File: config.mk
export PLATFORM = sky130hd
export DESIGN_NAME = thread_sched_state_flat
export DESIGN_NICKNAME = d
export VERILOG_FILES = /design/src/rtl/thread_sched_state_if.sv /design/src/rtl/thread_sched_state.sv /design/src/flat_wrapper.sv
export SDC_FILE = /design/constraint.sdc
export NUM_CORES = 1
export LEC_CHECK = 0
export ABC_AREA = 1
export BUFFER_PORTS_ARGS = -buffer_cell sky130_fd_sc_hd__buf_2
export CAP_MARGIN = 0
export CELL_PAD_IN_SITES_DETAIL_PLACEMENT = 0
export CELL_PAD_IN_SITES_GLOBAL_PLACEMENT = 1
export CORE_ASPECT_RATIO = 0.5
export CORE_MARGIN = 1
export CORE_UTILIZATION = 32
export CTS_CLUSTER_DIAMETER = 100
export DETAILED_ROUTE_END_ITERATION = 16
export GPL_ROUTABILITY_DRIVEN = 0
export MAX_ROUTING_LAYER = met4
export PLACE_DENSITY = 0.73
export SYNTH_ARGS = -nofsm -noshare
export SYNTH_HDL_FRONTEND = slang
export SYNTH_SLANG_ARGS = --single-unit
export TNS_END_PERCENT = 30
File: constraint.sdc
create_clock -name CLK -period 1.3 [get_ports CLK]
set_clock_uncertainty 0.1 [all_clocks]
set_input_delay 0.195 -clock CLK [delete_from_list [all_inputs] [get_ports CLK]]
set_output_delay 0.195 -clock CLK [all_outputs]
set_load 0.01 [all_outputs]
File: src/rtl/thread_sched_state_if.sv
// Scheduler <-> front-end signal bundle for thread_sched_state.
// master = scheduler side, slave = pipeline/thread-state side.
interface thread_sched_state_if #(
    parameter int N_THREADS_MSB    = 3,
    parameter int THREAD_STATE_MSB = 1,
    parameter int N_STAGES         = 4
);
    logic                        entry_pt_switch;
    logic [N_THREADS_MSB:0]      ts_rd_num;
    logic [THREAD_STATE_MSB:0]   ts_rd;
    logic                        NEXT_THREAD;
    logic                        INVALIDATE;
    logic                        INSTR_WAIT;
    logic                        RELOAD;
    logic [N_THREADS_MSB:0]      thread_num;
    logic [N_THREADS_MSB:0]      thread_num_ahead;
    logic                        thread_init;
    logic                        thread_almost_switched;
    logic [N_STAGES-1:0]         stage_allow;
    logic                        err;

    modport master (
        input  entry_pt_switch, ts_rd, NEXT_THREAD, INVALIDATE, INSTR_WAIT,
        output ts_rd_num, RELOAD, thread_num, thread_num_ahead, thread_init,
               thread_almost_switched, stage_allow, err
    );

    modport slave (
        output entry_pt_switch, ts_rd, NEXT_THREAD, INVALIDATE, INSTR_WAIT,
        input  ts_rd_num, RELOAD, thread_num, thread_num_ahead, thread_init,
               thread_almost_switched, stage_allow, err
    );
endinterface

File: src/rtl/thread_sched_state.sv
// Thread scheduler and fetch/decode stage-enable controller (round robin, init sweep).
// Optional protocol checking is enabled by defining STATE_ERR_CHECK_EN.
module thread_sched_state #(
    parameter int                        N_CORES          = 4,
    parameter int                        N_THREADS        = 4 * N_CORES,
    parameter int                        N_THREADS_MSB    = $clog2(N_THREADS) - 1,
    parameter int                        THREAD_STATE_MSB = 1,
    parameter logic [THREAD_STATE_MSB:0] TS_RDY           = 2'b01,
    parameter int                        N_STAGES         = 4
) (
    input  logic                 CLK,
    input  logic                 RST_N,
    thread_sched_state_if.master bus
);
    localparam logic [N_THREADS_MSB:0] LAST_IDX  = (N_THREADS_MSB+1)'(N_THREADS - 1);
    localparam logic [N_THREADS_MSB:0] IDX_ONE   = (N_THREADS_MSB+1)'(1);
    localparam logic [N_STAGES-1:0]    STAGE_ONE = N_STAGES'(1);

    typedef enum logic {S_INIT, S_RUN} state_t;

    state_t                 state_reg, state_next;
    logic [N_THREADS_MSB:0] thread_num_reg, thread_num_next;
    logic [N_THREADS_MSB:0] ahead_reg, ahead_next;
    logic [N_THREADS_MSB:0] ts_rd_num_reg, ts_rd_num_next;
    logic                   ahead_valid_reg, ahead_valid_next;
    logic                   pend_reg, pend_next;
    logic [N_STAGES-1:0]    stage_reg, stage_next;
    logic [N_STAGES-1:0]    stage_fill;
    logic                   almost_reg;
    logic                   reload;

    function automatic logic [N_THREADS_MSB:0] next_idx(input logic [N_THREADS_MSB:0] i);
        return (i == LAST_IDX) ? '0 : i + IDX_ONE;
    endfunction

    // Fill pattern: each stage inherits its predecessor, stage 0 keeps itself.
    assign stage_fill[0] = stage_reg[0];
    generate
        for (genvar gi = 1; gi < N_STAGES; gi++) begin : g_fill
            assign stage_fill[gi] = stage_reg[gi-1];
        end
    endgenerate

    assign reload = (bus.NEXT_THREAD | pend_reg) & ahead_valid_reg & (state_reg != S_INIT);

    always_comb begin
        state_next       = state_reg;
        thread_num_next  = thread_num_reg;
        ahead_next       = ahead_reg;
        ts_rd_num_next   = ts_rd_num_reg;
        ahead_valid_next = ahead_valid_reg;
        pend_next        = pend_reg;

        if (bus.entry_pt_switch) begin
            state_next       = S_INIT;
            thread_num_next  = '0;
            ahead_valid_next = 1'b0;
        end else if (state_reg == S_INIT) begin
            if (thread_num_reg == LAST_IDX) begin
                state_next     = S_RUN;
                pend_next      = 1'b1;
                ts_rd_num_next = '0;
            end else begin
                thread_num_next = thread_num_reg + IDX_ONE;
            end
        end else if (reload) begin
            thread_num_next  = ahead_reg;
            ahead_valid_next = 1'b0;
            pend_next        = 1'b0;
            ts_rd_num_next   = next_idx(ahead_reg);
        end else begin
            // A yield without a candidate is remembered until the scan finds one.
            if (bus.NEXT_THREAD)
                pend_next = 1'b1;
            if (!ahead_valid_reg) begin
                if (bus.ts_rd == TS_RDY) begin
                    ahead_next       = ts_rd_num_reg;
                    ahead_valid_next = 1'b1;
                end else begin
                    ts_rd_num_next = next_idx(ts_rd_num_reg);
                end
            end
        end

        if (reload)
            stage_next = STAGE_ONE;
        else if (bus.INVALIDATE)
            stage_next = '0;
        else if (bus.INSTR_WAIT)
            stage_next = stage_reg;
        else
            stage_next = stage_fill;
    end

    always_ff @(posedge CLK) begin
        if (!RST_N) begin
            state_reg       <= S_INIT;
            thread_num_reg  <= '0;
            ahead_reg       <= '0;
            ts_rd_num_reg   <= '0;
            ahead_valid_reg <= 1'b0;
            pend_reg        <= 1'b0;
            stage_reg       <= '0;
            almost_reg      <= 1'b0;
        end else begin
            state_reg       <= state_next;
            thread_num_reg  <= thread_num_next;
            ahead_reg       <= ahead_next;
            ts_rd_num_reg   <= ts_rd_num_next;
            ahead_valid_reg <= ahead_valid_next;
            pend_reg        <= pend_next;
            stage_reg       <= stage_next;
            almost_reg      <= reload;
        end
    end

`ifdef STATE_ERR_CHECK_EN
    logic err_reg;

    always_ff @(posedge CLK) begin
        if (!RST_N)
            err_reg <= 1'b0;
        else if (bus.INVALIDATE & (reload | bus.INSTR_WAIT))
            err_reg <= 1'b1;
    end

    assign bus.err = err_reg;
`else
    assign bus.err = 1'b0;
`endif

    assign bus.RELOAD                 = reload;
    assign bus.thread_num             = thread_num_reg;
    assign bus.thread_num_ahead       = ahead_reg;
    assign bus.ts_rd_num              = ts_rd_num_reg;
    assign bus.thread_init            = (state_reg == S_INIT);
    assign bus.thread_almost_switched = almost_reg;
    assign bus.stage_allow            = stage_reg;
endmodule

File: src/flat_wrapper.sv
// flat-port wrapper written by rule: the top's interface ports become plain ports
module thread_sched_state_flat 
#(
    parameter int                        N_CORES          = 4,
    parameter int                        N_THREADS        = 4 * N_CORES,
    parameter int                        N_THREADS_MSB    = $clog2(N_THREADS) - 1,
    parameter int                        THREAD_STATE_MSB = 1,
    parameter logic [THREAD_STATE_MSB:0] TS_RDY           = 2'b01,
    parameter int                        N_STAGES         = 4
)
  (CLK, RST_N, bus_entry_pt_switch, bus_ts_rd, bus_NEXT_THREAD, bus_INVALIDATE, bus_INSTR_WAIT, bus_ts_rd_num, bus_RELOAD, bus_thread_num, bus_thread_num_ahead, bus_thread_init, bus_thread_almost_switched, bus_stage_allow, bus_err);
  thread_sched_state_if #(.N_THREADS_MSB(N_THREADS_MSB), .THREAD_STATE_MSB(THREAD_STATE_MSB), .N_STAGES(N_STAGES)) bus_i ();
  input  logic CLK;
  input  logic RST_N;
  input wire logic [$bits(bus_i.entry_pt_switch)-1:0] bus_entry_pt_switch;
  input wire logic [$bits(bus_i.ts_rd)-1:0] bus_ts_rd;
  input wire logic [$bits(bus_i.NEXT_THREAD)-1:0] bus_NEXT_THREAD;
  input wire logic [$bits(bus_i.INVALIDATE)-1:0] bus_INVALIDATE;
  input wire logic [$bits(bus_i.INSTR_WAIT)-1:0] bus_INSTR_WAIT;
  output wire logic [$bits(bus_i.ts_rd_num)-1:0] bus_ts_rd_num;
  output wire logic [$bits(bus_i.RELOAD)-1:0] bus_RELOAD;
  output wire logic [$bits(bus_i.thread_num)-1:0] bus_thread_num;
  output wire logic [$bits(bus_i.thread_num_ahead)-1:0] bus_thread_num_ahead;
  output wire logic [$bits(bus_i.thread_init)-1:0] bus_thread_init;
  output wire logic [$bits(bus_i.thread_almost_switched)-1:0] bus_thread_almost_switched;
  output wire logic [$bits(bus_i.stage_allow)-1:0] bus_stage_allow;
  output wire logic [$bits(bus_i.err)-1:0] bus_err;
  assign bus_i.entry_pt_switch = bus_entry_pt_switch;
  assign bus_i.ts_rd = bus_ts_rd;
  assign bus_i.NEXT_THREAD = bus_NEXT_THREAD;
  assign bus_i.INVALIDATE = bus_INVALIDATE;
  assign bus_i.INSTR_WAIT = bus_INSTR_WAIT;
  assign bus_ts_rd_num = bus_i.ts_rd_num;
  assign bus_RELOAD = bus_i.RELOAD;
  assign bus_thread_num = bus_i.thread_num;
  assign bus_thread_num_ahead = bus_i.thread_num_ahead;
  assign bus_thread_init = bus_i.thread_init;
  assign bus_thread_almost_switched = bus_i.thread_almost_switched;
  assign bus_stage_allow = bus_i.stage_allow;
  assign bus_err = bus_i.err;
  thread_sched_state #(.N_CORES(N_CORES), .N_THREADS(N_THREADS), .N_THREADS_MSB(N_THREADS_MSB), .THREAD_STATE_MSB(THREAD_STATE_MSB), .TS_RDY(TS_RDY), .N_STAGES(N_STAGES)) u_core (.CLK(CLK), .RST_N(RST_N), .bus(bus_i));
endmodule
# Word level (Yosys, flattened, before mapping)
# Index checks and enable logic that the tools add are counted.
[op_classes] muxes=21 shifts=0 eq_ne=9 div=0 n_bitwise=8 mul=0 reduce_logical=8 magnitude_cmp=0 add_sub_neg=3
[op_table] cell="4-bit 2-to-1 mux" count=10
[op_table] cell="4-bit by 1-bit adder with 4-bit output (second input constant)" count=3
[op_table] cell="4-bit == test (second input constant)" count=3
[op_table] cell="1-bit 2-to-1 mux" count=11
[op_table] cell="3-bit inequality test (second input constant)" count=3
[op_table] cell="1-bit NOT" count=5
[op_table] cell="5-bit AND reduction" count=1
[op_table] cell="4-bit AND reduction" count=1
[op_table] cell="2-bit nonzero test" count=2
[op_table] cell="3-bit AND reduction" count=1
[op_table] cell="3-bit OR reduction" count=1
[op_table] cell="1-bit AND" count=2
[op_table] cell="2-bit by 1-bit == test with 1-bit output (second input constant)" count=1
[op_table] cell="2-bit by 1-bit inequality test with 1-bit output (second input constant)" count=1
[op_table] cell="2-bit inequality test (second input constant)" count=1
[op_table] cell="2-bit AND reduction" count=1
[op_table] cell="2-bit OR reduction" count=1
[op_table] cell="1-bit OR" count=1
[totals] ramBits=0 rom_bits=0 latch_bits=0 register_bits=20 n_memories=0 inputBits=8 output_inout_bits=20

# Depth between registers and ports, before layout
# Gate-level depths: netlist of run 1.
[logic_depth] depth_word=6 ltp_mapped=10

# Worst setup path after synthesis of run 1
# Ideal clock, no wire load.
[synth_path] path_type="flip-flop to flip-flop" from="register u_core.thread_num_reg[0], in the netlist u_core.bus.thread_num[0]" to="register u_core.ts_rd_num_reg[3], in the netlist u_core.bus.ts_rd_num[3]" path_buffers=0 path_stages_with_launch=9 t_required_ns=1.079 slack_ns=-0.148 arrival_ns=1.227 synth_period_minus_slack_ns=1.448 path_cell_list="dfxtp_1 ha_1 nand3_1 a21oi_2 nand2_1 inv_2 nor2_1 nor2_1 nor2_1"
[synth_between] elab_chain_cells=3
[synth_rtl] item="start: declaration" line="thread_sched_state.sv:22" rtl="logic [N_THREADS_MSB:0] thread_num_reg, thread_num_next;"
[synth_rtl] item="start signal: assignment" line="thread_sched_state.sv:107" rtl="thread_num_reg <= thread_num_next;"
[synth_rtl] item="4-bit == test" line="thread_sched_state.sv:59" rtl="if (thread_num_reg == LAST_IDX) begin"
[synth_rtl] item="2-bit nonzero test (no source line)"
[synth_rtl] item="4-bit AND reduction (no source line)"
[synth_rtl] item="end signal: assignment" line="thread_sched_state.sv:109" rtl="ts_rd_num_reg <= ts_rd_num_next;"
[synth_rtl] item="end: declaration" line="thread_sched_state.sv:24" rtl="logic [N_THREADS_MSB:0] ts_rd_num_reg, ts_rd_num_next;"
# No other way between the ends.
# A chain may end at the register's enable or synchronous reset.

# Final worst setup path of run 1
[layout_path] from="register u_core.state_reg" to="register u_core.ahead_reg[2], in the netlist u_core.bus.thread_num_ahead[2]"
[layout_between] elab_chain_cells=3
[layout_rtl] item="start: declaration" line="thread_sched_state.sv:21" rtl="state_t state_reg, state_next;"
[layout_rtl] item="start signal: assignment" line="thread_sched_state.sv:106" rtl="state_reg <= state_next;"
[layout_rtl] item="1-bit AND" line="thread_sched_state.sv:44" rtl="assign reload = (bus.NEXT_THREAD | pend_reg) & ahead_valid_reg & (state_reg != S_INIT);"
[layout_rtl] item="1-bit NOT (no source line)"
[layout_rtl] item="5-bit AND reduction (no source line) (*)"
[layout_rtl] item="end signal: assignment" line="thread_sched_state.sv:108" rtl="ahead_reg <= ahead_next;"
[layout_rtl] item="end: declaration" line="thread_sched_state.sv:23" rtl="logic [N_THREADS_MSB:0] ahead_reg, ahead_next;"
# Every way passes the cells marked *; elsewhere a longest branch is shown, timed or not.

==> results of run 1 <==
-- what timing repair did --
| action | CTS | global route |
|---|---|---|
| resized for setup | 15 | 16 |
| setup endpoints to repair | 7 | 18 |
| pin swaps | 7 | 4 |
| setup buffers | 6 | 1 |
-- power groups by stage --
stage / Sequential (mW) / Combinational [mW] / Clock [mW]
finish: 0.616 / 0.0631 / 0.420
global route: 0.617 / 0.0694 / 0.461
CTS: 0.616 / 0.0610 / 0.435
detailed placement: 0.631 / 0.0586 / 0
global placement: 0.630 / 0.0583 / 0
floorplan: 0.633 / 0.0234 / 0
-- cells in the mapped netlist, drive strengths merged --
library cell,n,area share
a21oi,12,0.066
a31oi,2,0.012
buf,3,0.029
conb,1,0.0036
dfxtp,20,0.39
ha,3,0.036
inv,18,0.066
nand2,32,0.13
nand3,12,0.058
nand4,2,0.012
nor2,25,0.091
nor3,2,0.015
o21ai,13,0.067
o22ai,1,0.0061
or2,2,0.012
xor2,1,0.0085
-- area by class of cell --
class / instances / area [µm²] / share of cell area
clock buffer: 4 / 45.0 / 0.0296
inverter: 18 / 70.1 / 0.0460
multi-input combinational: 108 / 608 / 0.399
sequential: 20 / 414 / 0.272
tap: 40 / 50.0 / 0.0329
timing repair buffer: 52 / 335 / 0.220
-- kinds of logic (layout without fill, tap and decap cells) --
| group | after synthesis | count (layout) | share of synthesized area |
|---|---|---|---|
| DFF | 20 | 20 | 0.389 |
| adders and majority gates | 3 | 3 | 0.0365 |
| other | 1 | 1 | 0.00364 |
| xor gates and xnor gates | 1 | 1 | 0.00851 |
| AOI/OAI and AO/OA | 28 | 28 | 0.151 |
| buffers and inverters | 21 | 74 | 0.0948 |
| and+or+nand+nor | 75 | 75 | 0.317 |
-- critical path, delay by kind of cell (launching register included) --
family | cells | cell delay (ps)
flops | 1 | 340
buf+inv | 3 | 370
simple gates | 4 | 430
-- path summary, 6_finish.rpt --
path	from	depth (start not counted)	end
worst max register to register	u_core.state_reg$_SDFF_PP0_	7	u_core.bus.thread_num_ahead[2]$_SDFFE_PN0P_
worst min-delay path	bus_INSTR_WAIT	3	u_core.bus.stage_allow[3]$_SDFFE_PP0N_
worst max-delay path	u_core.state_reg$_SDFF_PP0_	7	u_core.bus.thread_num_ahead[2]$_SDFFE_PN0P_
worst min register to register	u_core.bus.stage_allow[3]$_SDFFE_PP0N_	2	u_core.bus.stage_allow[3]$_SDFFE_PP0N_
-- metal layers --
metal  part of all wire  wire length [µm]  vias up
li1                   -                 -      590
met1               0.48              1320      508
met2               0.46              1260       30
met3              0.054               146        0
met4                  0                 0        0
met5                  0                 0        -
==> summary.md, run 1 <==
| Metric | Value |
|---|---|
| Status | finished with violations |
| Violated checks | negative setup slack |
| Worst-Skew Late Latency | 260 ps |
| Synth Register Bits | 20 |
| Mapped cell area | 1030 µm² |
| Sequential fraction of the synthesis area | 0.389 |
| Final setup vio count | 8 |
| Fin. max-slew vios | 0 |
| CTS clk-pin slew, worst paths | 80 ps |
| Synth cell types | 23 |
| Finished Core Util | 0.502 |
| Pre-antenna DRT Iters | 4 |
| Commonest cells after routing, fill and taps aside | 25 x buf_2, 25 x buf_4, 24 x nand2_1 |
| Crit-path max FO | 7 |
| PnR worst setup slack | -45.5 ps |
| Sw frac | 0.218 |
| Die footprint | 3460 µm² |
| Drt total wl | about 2.7 mm |
| DRT iter0 DRCs | 56 |
| Port buffer count | 26 |
| Clock group share of total power | 0.382 |
| Crit end category | flip-flop |
| Worst slack, placed | -77.0 ps |
| FP Rows | 14 |
| Cell with the most instances on the worst path | buf_4 |
| Remaining global-route overflow | 0 |
| NetSw | about 0.24 mW |
| Tmin final | 1350 ps |
| Final hold vios | 0 |
| First-pass GRT wire length | around 4.5 mm |
| Setup CP Type | reg -> reg |
| Sequential power share | 0.561 |
| Tcrit/Tclk final | 1.03 |
| Final instance area | 1520 µm² |
| RSZ-0062 raised after global routing | true |
| GRT met3 Usage | 0.0543 |
| Count of max-cap constraint violations | 0 |
| R2R setup slack | -50 ps |
| Crit-path slowest cell | dfxtp_2 |
| Pin count of the biggest net entering global routing | 12 |
| Gate Count Post-Synth | 149 |
| GRT Max-Usage Layer | met2 |
| Pwr Total | 1.10 mW |
| Antenna violations before repair | 0 |
| Initial Util | 0.340 |
| Core area | 3030 µm² |
| Max Fclk | 0.743 GHz |
| Fin cells | 242 |
| Max Buffers Root-to-Sink | 2 |
| Avg Cell Area, Syn | a little under 7 µm² |
| Vias per cell | 4.66 |
| Clock Tree Root | clkbuf_8 |
| Nets | 214 |
| Worst Hold Class | in -> reg |
| Chip height | 42.1 µm |
| Nets in the synthesized netlist | 160 |
| TritonCTS clock tree | done |
| Drt wl/cell | 11.2 µm |
| Worst Setup Start Kind | flip-flop |
| Internal | roughly 0.86 mW |
| Largest stage delay on the critical path | 340 ps |
| Critical-path cell list | buf_4 -> nand3_2 -> nor3_2 -> buf_4 -> inv_2 -> nor2_4 -> nor2_1 |
| Share of post-route cells with drive strength above 1 | 0.446 |
| I/O pins | 28 |
| Required time worst endpoint | around 1400 ps |
| Via Count | 1128 |
| Hold-fix buffers, CTS | 0 |
| Maximum vdd drop | 0.000330 V |
| Cell Area, Placed | approximately 1400 µm² |
| Fillers | around 300 |
| Post-Route Setup TNS | -166 ps |
| Worst path arrival time | 1400 ps |
| Diodes inserted | 0 |
| Combinational power share | 0.057 |
| Detailed-route DRC error count | 0 |
| Clk sinks | 20 |
| Synth warn | 0 |
| Layout area overhead | 47.9% |
| Die Wd | 82.2 µm |
| Leak Pwr | 0.733 nW |
| Cts bufs inserted | 3 |
| Placed cell count | 233 |
| Power Density | 722 nW/µm² |
| M2 GR Usage | 0.276 |
| Hpwl dp | 2.02 mm |
| Vias in the first global route | ~1000 |
| CTS H-tree depth | 1 |
| Met1 usage | 0.233 |
| Hold slack | 127 ps |
| Gr usage total | 0.178 |
| Final ANT Viol Nets | 0 |
Power figures use the tool's default switching activity.
==> inputs of run 2 (changes only) <==
==> constraint.sdc (replaced) <==
create_clock -name CLK -period 1.2 [get_ports CLK]
set_clock_uncertainty 0.1 [all_clocks]
set_input_delay 0.18 -clock CLK [delete_from_list [all_inputs] [get_ports CLK]]
set_output_delay 0.18 -clock CLK [all_outputs]
set_load 0.01 [all_outputs]
==> summary.md, run 2 (synthesis results as in run 1) <==
| Metric | Value |
|---|---|
| Final hold vios | 0 |
| Largest stage delay on the critical path | 370 ps |
| Crit end category | primary output |
| Clk sinks | 20 |
| Port buffer count | 26 |
| Vias per cell | roughly 4.6 |
| Fin. max-slew vios | 0 |
| Pwr Total | 1.34 mW |
| FF-to-FF path depth | 8 |
| Status | finished with violations |
| Core area | between 3000 and 4000 µm² |
| Cts bufs inserted | 3 |
| Antenna violations before repair | 0 |
| Crit-path leading delay family | flip-flops |
| Finished Core Util | 0.550 |
| Setup CP Type | reg -> out |
| Die footprint | approximately 3500 µm² |
| First-pass GRT wire length | between 4 and 5 mm |
| Gr usage total | 0.195 |
| Share of post-route cells with drive strength above 1 | 0.507 |
| Leading cell type in the layout, fill and taps excluded | buf_4 |
| Commonest cells after routing, fill and taps aside | 30 x buf_4, 24 x nand2_1, 24 x buf_2 |
| Nets | 223 |
| Drt wl/cell | 11.5 µm |
| FP Rows | 14 |
| Pin count of the biggest net entering global routing | 13 |
| Worst Setup Start Kind | flip-flop |
| CTS H-tree depth | 1 |
| PnR worst setup slack | -165 ps |
| Tmin final | 1370 ps |
| Detailed-route DRC error count | 0 |
| Drt total wl | 2.89 mm |
| Final setup vio count | 12 |
| Worst Hold Class | in -> reg |
| Chip height | 42.1 µm |
| Internal | 1.06 mW |
| Clock Tree Root | clkbuf_8 |
| RSZ-0062 raised after global routing | true |
| TritonCTS clock tree | done |
| Hold-fix buffers, CTS | 0 |
| Leak Pwr | 0.819 nW |
| Sw frac | 0.213 |
| CTS clk-pin slew, worst paths | ~80 ps |
| NetSw | around 0.29 mW |
| WP buf/inv | 4 |
| Diodes inserted | 0 |
| Vias in the first global route | 1115 |
| Final ANT Viol Nets | 0 |
| Required time worst endpoint | roughly 900 ps |
| Violated checks | negative setup slack |
| Combinational power share | 0.054 |
| Die Wd | 82.2 µm |
| Maximum vdd drop | 0.000368 V |
| I/O pins | 28 |
| Tcrit/Tclk final | 1.14 |
| DRT iter0 DRCs | 73 |
| Hold path depth | 3 |
| Critical-path cell list | nand2_4 -> inv_4 -> nand2_4 -> inv_4 -> buf_6 -> buf_6 |
| Clock group share of total power | 0.450 |
| Power Density | about 810 nW/µm² |
| Levels on crit path | 6 |
| Worst-Skew Late Latency | 260 ps |
| Crit-path slowest cell | dfxtp_4 |
| Count of max-cap constraint violations | 0 |
| Worst slack, placed | -184 ps |
| Initial Util | 0.340 |
| Remaining global-route overflow | 0 |
| Hpwl dp | roughly 2.1 mm |
| Layout area overhead | 61.7% |
| Worst path arrival time | 1090 ps |
| Via Count | 1143 |
| Max Buffers Root-to-Sink | 2 |
| Max Fclk | 0.733 GHz |
| Crit-path max FO | 5 |
| Sequential power share | 0.496 |
| Pre-antenna DRT Iters | 4 |
[run 2: changes by cell type in the layout (fill, tap and decap cells not counted), sizes merged]
cell	change
buf	+9
[run 2: layout make-up]
type / instances / area (µm²)
clock buffer: 4 / 66.3
sequential: 20 / 420
timing repair buffer: 61 / 424
tap: 40 / 50.0
multi-input combinational: 108 / 632
fill: 287 / 1370
inverter: 18 / 72.6
[run 2: worst paths after layout]
kind,from,to,slack [ps]
hold reg to reg,u_core.bus.stage_allow[3]$_SDFFE_PP0N_,u_core.bus.stage_allow[3]$_SDFFE_PP0N_,360
setup reg to reg,u_core.bus.thread_num[0]$_SDFFE_PP0P_,u_core.bus.ts_rd_num[3]$_SDFFE_PN0P_,-140
setup / recovery,u_core.state_reg$_SDFF_PP0_,bus_RELOAD,-170
hold / removal,bus_INSTR_WAIT,u_core.bus.stage_allow[3]$_SDFFE_PP0N_,90
[run 2: tightest hold or removal path: stages]
cell and delay [ps]:
buf_2 130, nand2_1 50, a21oi_1 50
[run 2: power groups by stage]
| stage | clock (mW) | combinational, mW | sequential, mW |
|---|---|---|---|
| 3_5_place_dp | 0 | 0.0638 | 0.683 |
| 3_3_place_gp | 0 | 0.0630 | 0.683 |
| 6_report | 0.604 | 0.0730 | 0.665 |
| 4_1_cts | 0.614 | 0.0682 | 0.668 |
| 5_1_grt | 0.645 | 0.0809 | 0.666 |
| 2_1_floorplan | 0 | 0.0254 | 0.686 |
[run 2: metal layers]
metal | track usage | vias to the layer above | wire, µm
met4 | 0.0491 | 0 | 13
met3 | 0.0478 | 2 | 108
met1 | 0.253 | 513 | 1430
met2 | 0.302 | 26 | 1340
met5 | - | - | 0
li1 | - | 602 | -
[run 2: timing repair]
| item | 4_1_cts | 5_1_grt |
|---|---|---|
| setup buffers | 5 | 2 |
| pin swaps | 7 | 7 |
| endpoints found under the setup margin | 15 | 22 |
| gates resized for setup | 24 | 23 |
[run 2: through the flow]
step	TNS, ps	hold slack [ps]	cell area (µm²)	instances
6_report	-1250	92.1	1670	251
5_1_grt	-2180	120	1670	251
4_1_cts	-811	91.4	1590	249
3_5_place_dp	-929	357	1420	240
3_3_place_gp	-752	354	1420	240
2_1_floorplan	-422	211	1060	149
==> inputs of run 3 (changes only) <==
--- a/config.mk
+++ b/config.mk
@@ -12,12 +12,12 @@
 export CELL_PAD_IN_SITES_GLOBAL_PLACEMENT = 1
 export CORE_ASPECT_RATIO = 0.5
 export CORE_MARGIN = 1
-export CORE_UTILIZATION = 32
+export CORE_UTILIZATION = 35
 export CTS_CLUSTER_DIAMETER = 100
 export DETAILED_ROUTE_END_ITERATION = 16
 export GPL_ROUTABILITY_DRIVEN = 0
 export MAX_ROUTING_LAYER = met4
-export PLACE_DENSITY = 0.73
+export PLACE_DENSITY = 0.76
 export SYNTH_ARGS = -nofsm -noshare
 export SYNTH_HDL_FRONTEND = slang
 export SYNTH_SLANG_ARGS = --single-unit
==> constraint.sdc (replaced) <==
create_clock -name CLK -period 1.36 [get_ports CLK]
set_clock_uncertainty 0.1 [all_clocks]
set_input_delay 0.204 -clock CLK [delete_from_list [all_inputs] [get_ports CLK]]
set_output_delay 0.204 -clock CLK [all_outputs]
set_load 0.01 [all_outputs]
==> summary.md, run 3 (synthesis results as in run 1) <==
| Metric | Value |
|---|---|
| Status | finished with violations |
| Violated checks | negative setup slack |
| Core area | around 2700 µm² |
| Largest stage delay on the critical path | 360 ps |
| Worst Hold Class | in -> reg |
| Die Wd | 78.7 µm |
| Clock Tree Root | clkbuf_8 |
| Power Density | 750 nW/µm² |
| Pre-antenna DRT Iters | 4 |
| Max Fclk | 0.729 GHz |
| I/O pins | 28 |
| Max Buffers Root-to-Sink | 2 |
| Critical-path cell list | ha_4 -> nand3_4 -> a21oi_4 -> nand3_1 -> nor2_1 -> nor2_2 -> nor2_1 |
| TritonCTS clock tree | done |
| Diodes inserted | 0 |
| Worst path arrival time | 1470 ps |
| Chip height | around 40 µm |
| Share of post-route cells with drive strength above 1 | 0.351 |
| Vias in the first global route | 881 |
| FF-to-FF path depth | 7 |
| Drt wl/cell | 11.5 µm |
| FP Rows | 13 |
| M1 WL | 1.46 mm |
| Leak Pwr | about 0.69 nW |
| Count of max-cap constraint violations | 0 |
| Vias per cell | 4.63 |
| R2R setup slack | -10 ps |
| Final hold vios | 0 |
| Placed cell count | 227 |
| Hold-fix buffers, CTS | 0 |
| Final setup vio count | 1 |
| Final ANT Viol Nets | 0 |
| Drt total wl | 2.66 mm |
| Die footprint | approximately 3200 µm² |
| Crit-path max FO | 3 |
| Post-Route Setup TNS | -11.0 ps |
| Commonest cells after routing, fill and taps aside | 28 x nand2_1, 26 x buf_2, 23 x nor2_1 |
| R2r endpoint | u_core.bus.ts_rd_num[0]$_SDFFE_PN0P_ |
| Tmin final | 1370 ps |
| Post CTS Setup Buffer Count | 0 |
| Port buffer count | 26 |
| Cts bufs inserted | 3 |
| Antenna violations before repair | 0 |
| First-pass GRT wire length | 4.17 mm |
| R2R Path Start | u_core.bus.thread_num[1]$_SDFFE_PP0P_ |
| Hold slack | 120 ps |
| Cell with the most instances on the worst path | nor2_1 |
| Remaining global-route overflow | 0 |
| WL met2 | between 1 and 1.5 mm |
| PnR worst setup slack | -11.0 ps |
| Finished Core Util | 0.525 |
| Crit-path slowest cell | dfxtp_2 |
| Hpwl dp | 2.02 mm |
| Fillers | 274 |
| Hold path depth | 3 |
| Setup CP Type | reg -> reg |
| Hold path startpoint | bus_INSTR_WAIT |
| Tcrit/Tclk final | 1.01 |
| Worst Setup Start Kind | flip-flop |
| Detailed-route DRC error count | 0 |
| Nets | a little over 200 |
| Fin. max-slew vios | 0 |
| Leading cell type in the layout, fill and taps excluded | nand2_1 |
| Hold Crit Endpoint | u_core.bus.stage_allow[3]$_SDFFE_PP0N_ |
| Maximum vdd drop | 0.000381 V |
| CTS clk-pin slew, worst paths | 80 ps |
| CTS H-tree depth | 1 |
| Worst-Skew Late Latency | 260 ps |
| Top Metal Used | met4 |
| Fin cells | 231 |
| RSZ-0062 raised after global routing | true |
| DRT iter0 DRCs | between 40 and 50 |
| Clk sinks | 20 |
| Via Count | between 1000 and 1500 |
| Met3 wire length | 121 µm |
| Gr usage total | 0.187 |
| Initial Util | 0.384 |
| Crit end category | flip-flop |
| Required time worst endpoint | around 1500 ps |
| Pin count of the biggest net entering global routing | 12 |
| Layout area overhead | 36.9% |
[run 3: changes by cell type in the layout (fill, tap and decap cells not counted), moves of 4 or more]
cell / change
dfxtp_2: -5
nand2_1: +4
buf_6: -7
buf_4: -12
dfxtp_1: +7
o21ai_0: +5
[run 3: what timing repair did]
item,CTS,global route
endpoints found under the setup margin,5,6
pin swaps,2,5
gates resized for setup,5,7
[run 3: worst max-delay path by stage]
stage / start / endpoint / cells past startpoint
6_report: u_core.bus.thread_num[1]$_SDFFE_PP0P_ / u_core.bus.ts_rd_num[0]$_SDFFE_PN0P_ / 7
5_1_grt: u_core.bus.thread_num[1]$_SDFFE_PP0P_ / u_core.bus.ts_rd_num[3]$_SDFFE_PN0P_ / 8
4_1_cts: u_core.state_reg$_SDFF_PP0_ / bus_RELOAD / 5
3_5_place_dp: u_core.bus.thread_num[0]$_SDFFE_PP0P_ / u_core.bus.ts_rd_num[0]$_SDFFE_PN0P_ / 8
3_3_place_gp: u_core.bus.thread_num[0]$_SDFFE_PP0P_ / u_core.bus.ts_rd_num[0]$_SDFFE_PN0P_ / 8
2_1_floorplan: u_core.bus.thread_num[1]$_SDFFE_PP0P_ / u_core.bus.ts_rd_num[3]$_SDFFE_PN0P_ / 8
[run 3: worst max-delay path, delay by kind of cell, from the launching register on]
family | cells | cell delay (ps)
AND/OR/NAND/NOR | 5 | 500
flip-flops | 1 | 360
AO/OA/AOI/OAI | 1 | 180
adder cells (fa/ha/maj) | 1 | 150
[run 3: report_power, final]
part / internal, mW / total, mW / switching, mW
clock network: 0.209 / 0.412 / 0.203
registers: 0.587 / 0.590 / 0.00292
logic: 0.0229 / 0.0546 / 0.0317
total: 0.819 / 1.06 / 0.238
[run 3: per-stage QoR]
step           worst slack, ps  power (mW)  cell area, µm²
3_3_place_gp             -23.1       0.657            1330
4_1_cts                   2.49        1.06            1390
5_1_grt                  -98.8        1.09            1410
2_1_floorplan            0.121       0.629            1050
6_report                 -11.0        1.06            1410
3_5_place_dp             -52.7       0.657            1330
[run 3: final cells by class]
class                      count  area (µm²)  area share
multi-input combinational    108         577       0.409
inverter                      18        70.1      0.0497
timing repair buffer          44         265       0.188
sequential                    20         407       0.288
tap                           37        46.3      0.0328
clock buffer                   4        45.0      0.0319
[run 3: routing by layer]
metal / GRT usage / up-vias
met5: - / -
met4: 0.0556 / 0
met3: 0.0545 / 5
met2: 0.261 / 22
met1: 0.258 / 473
li1: - / 570
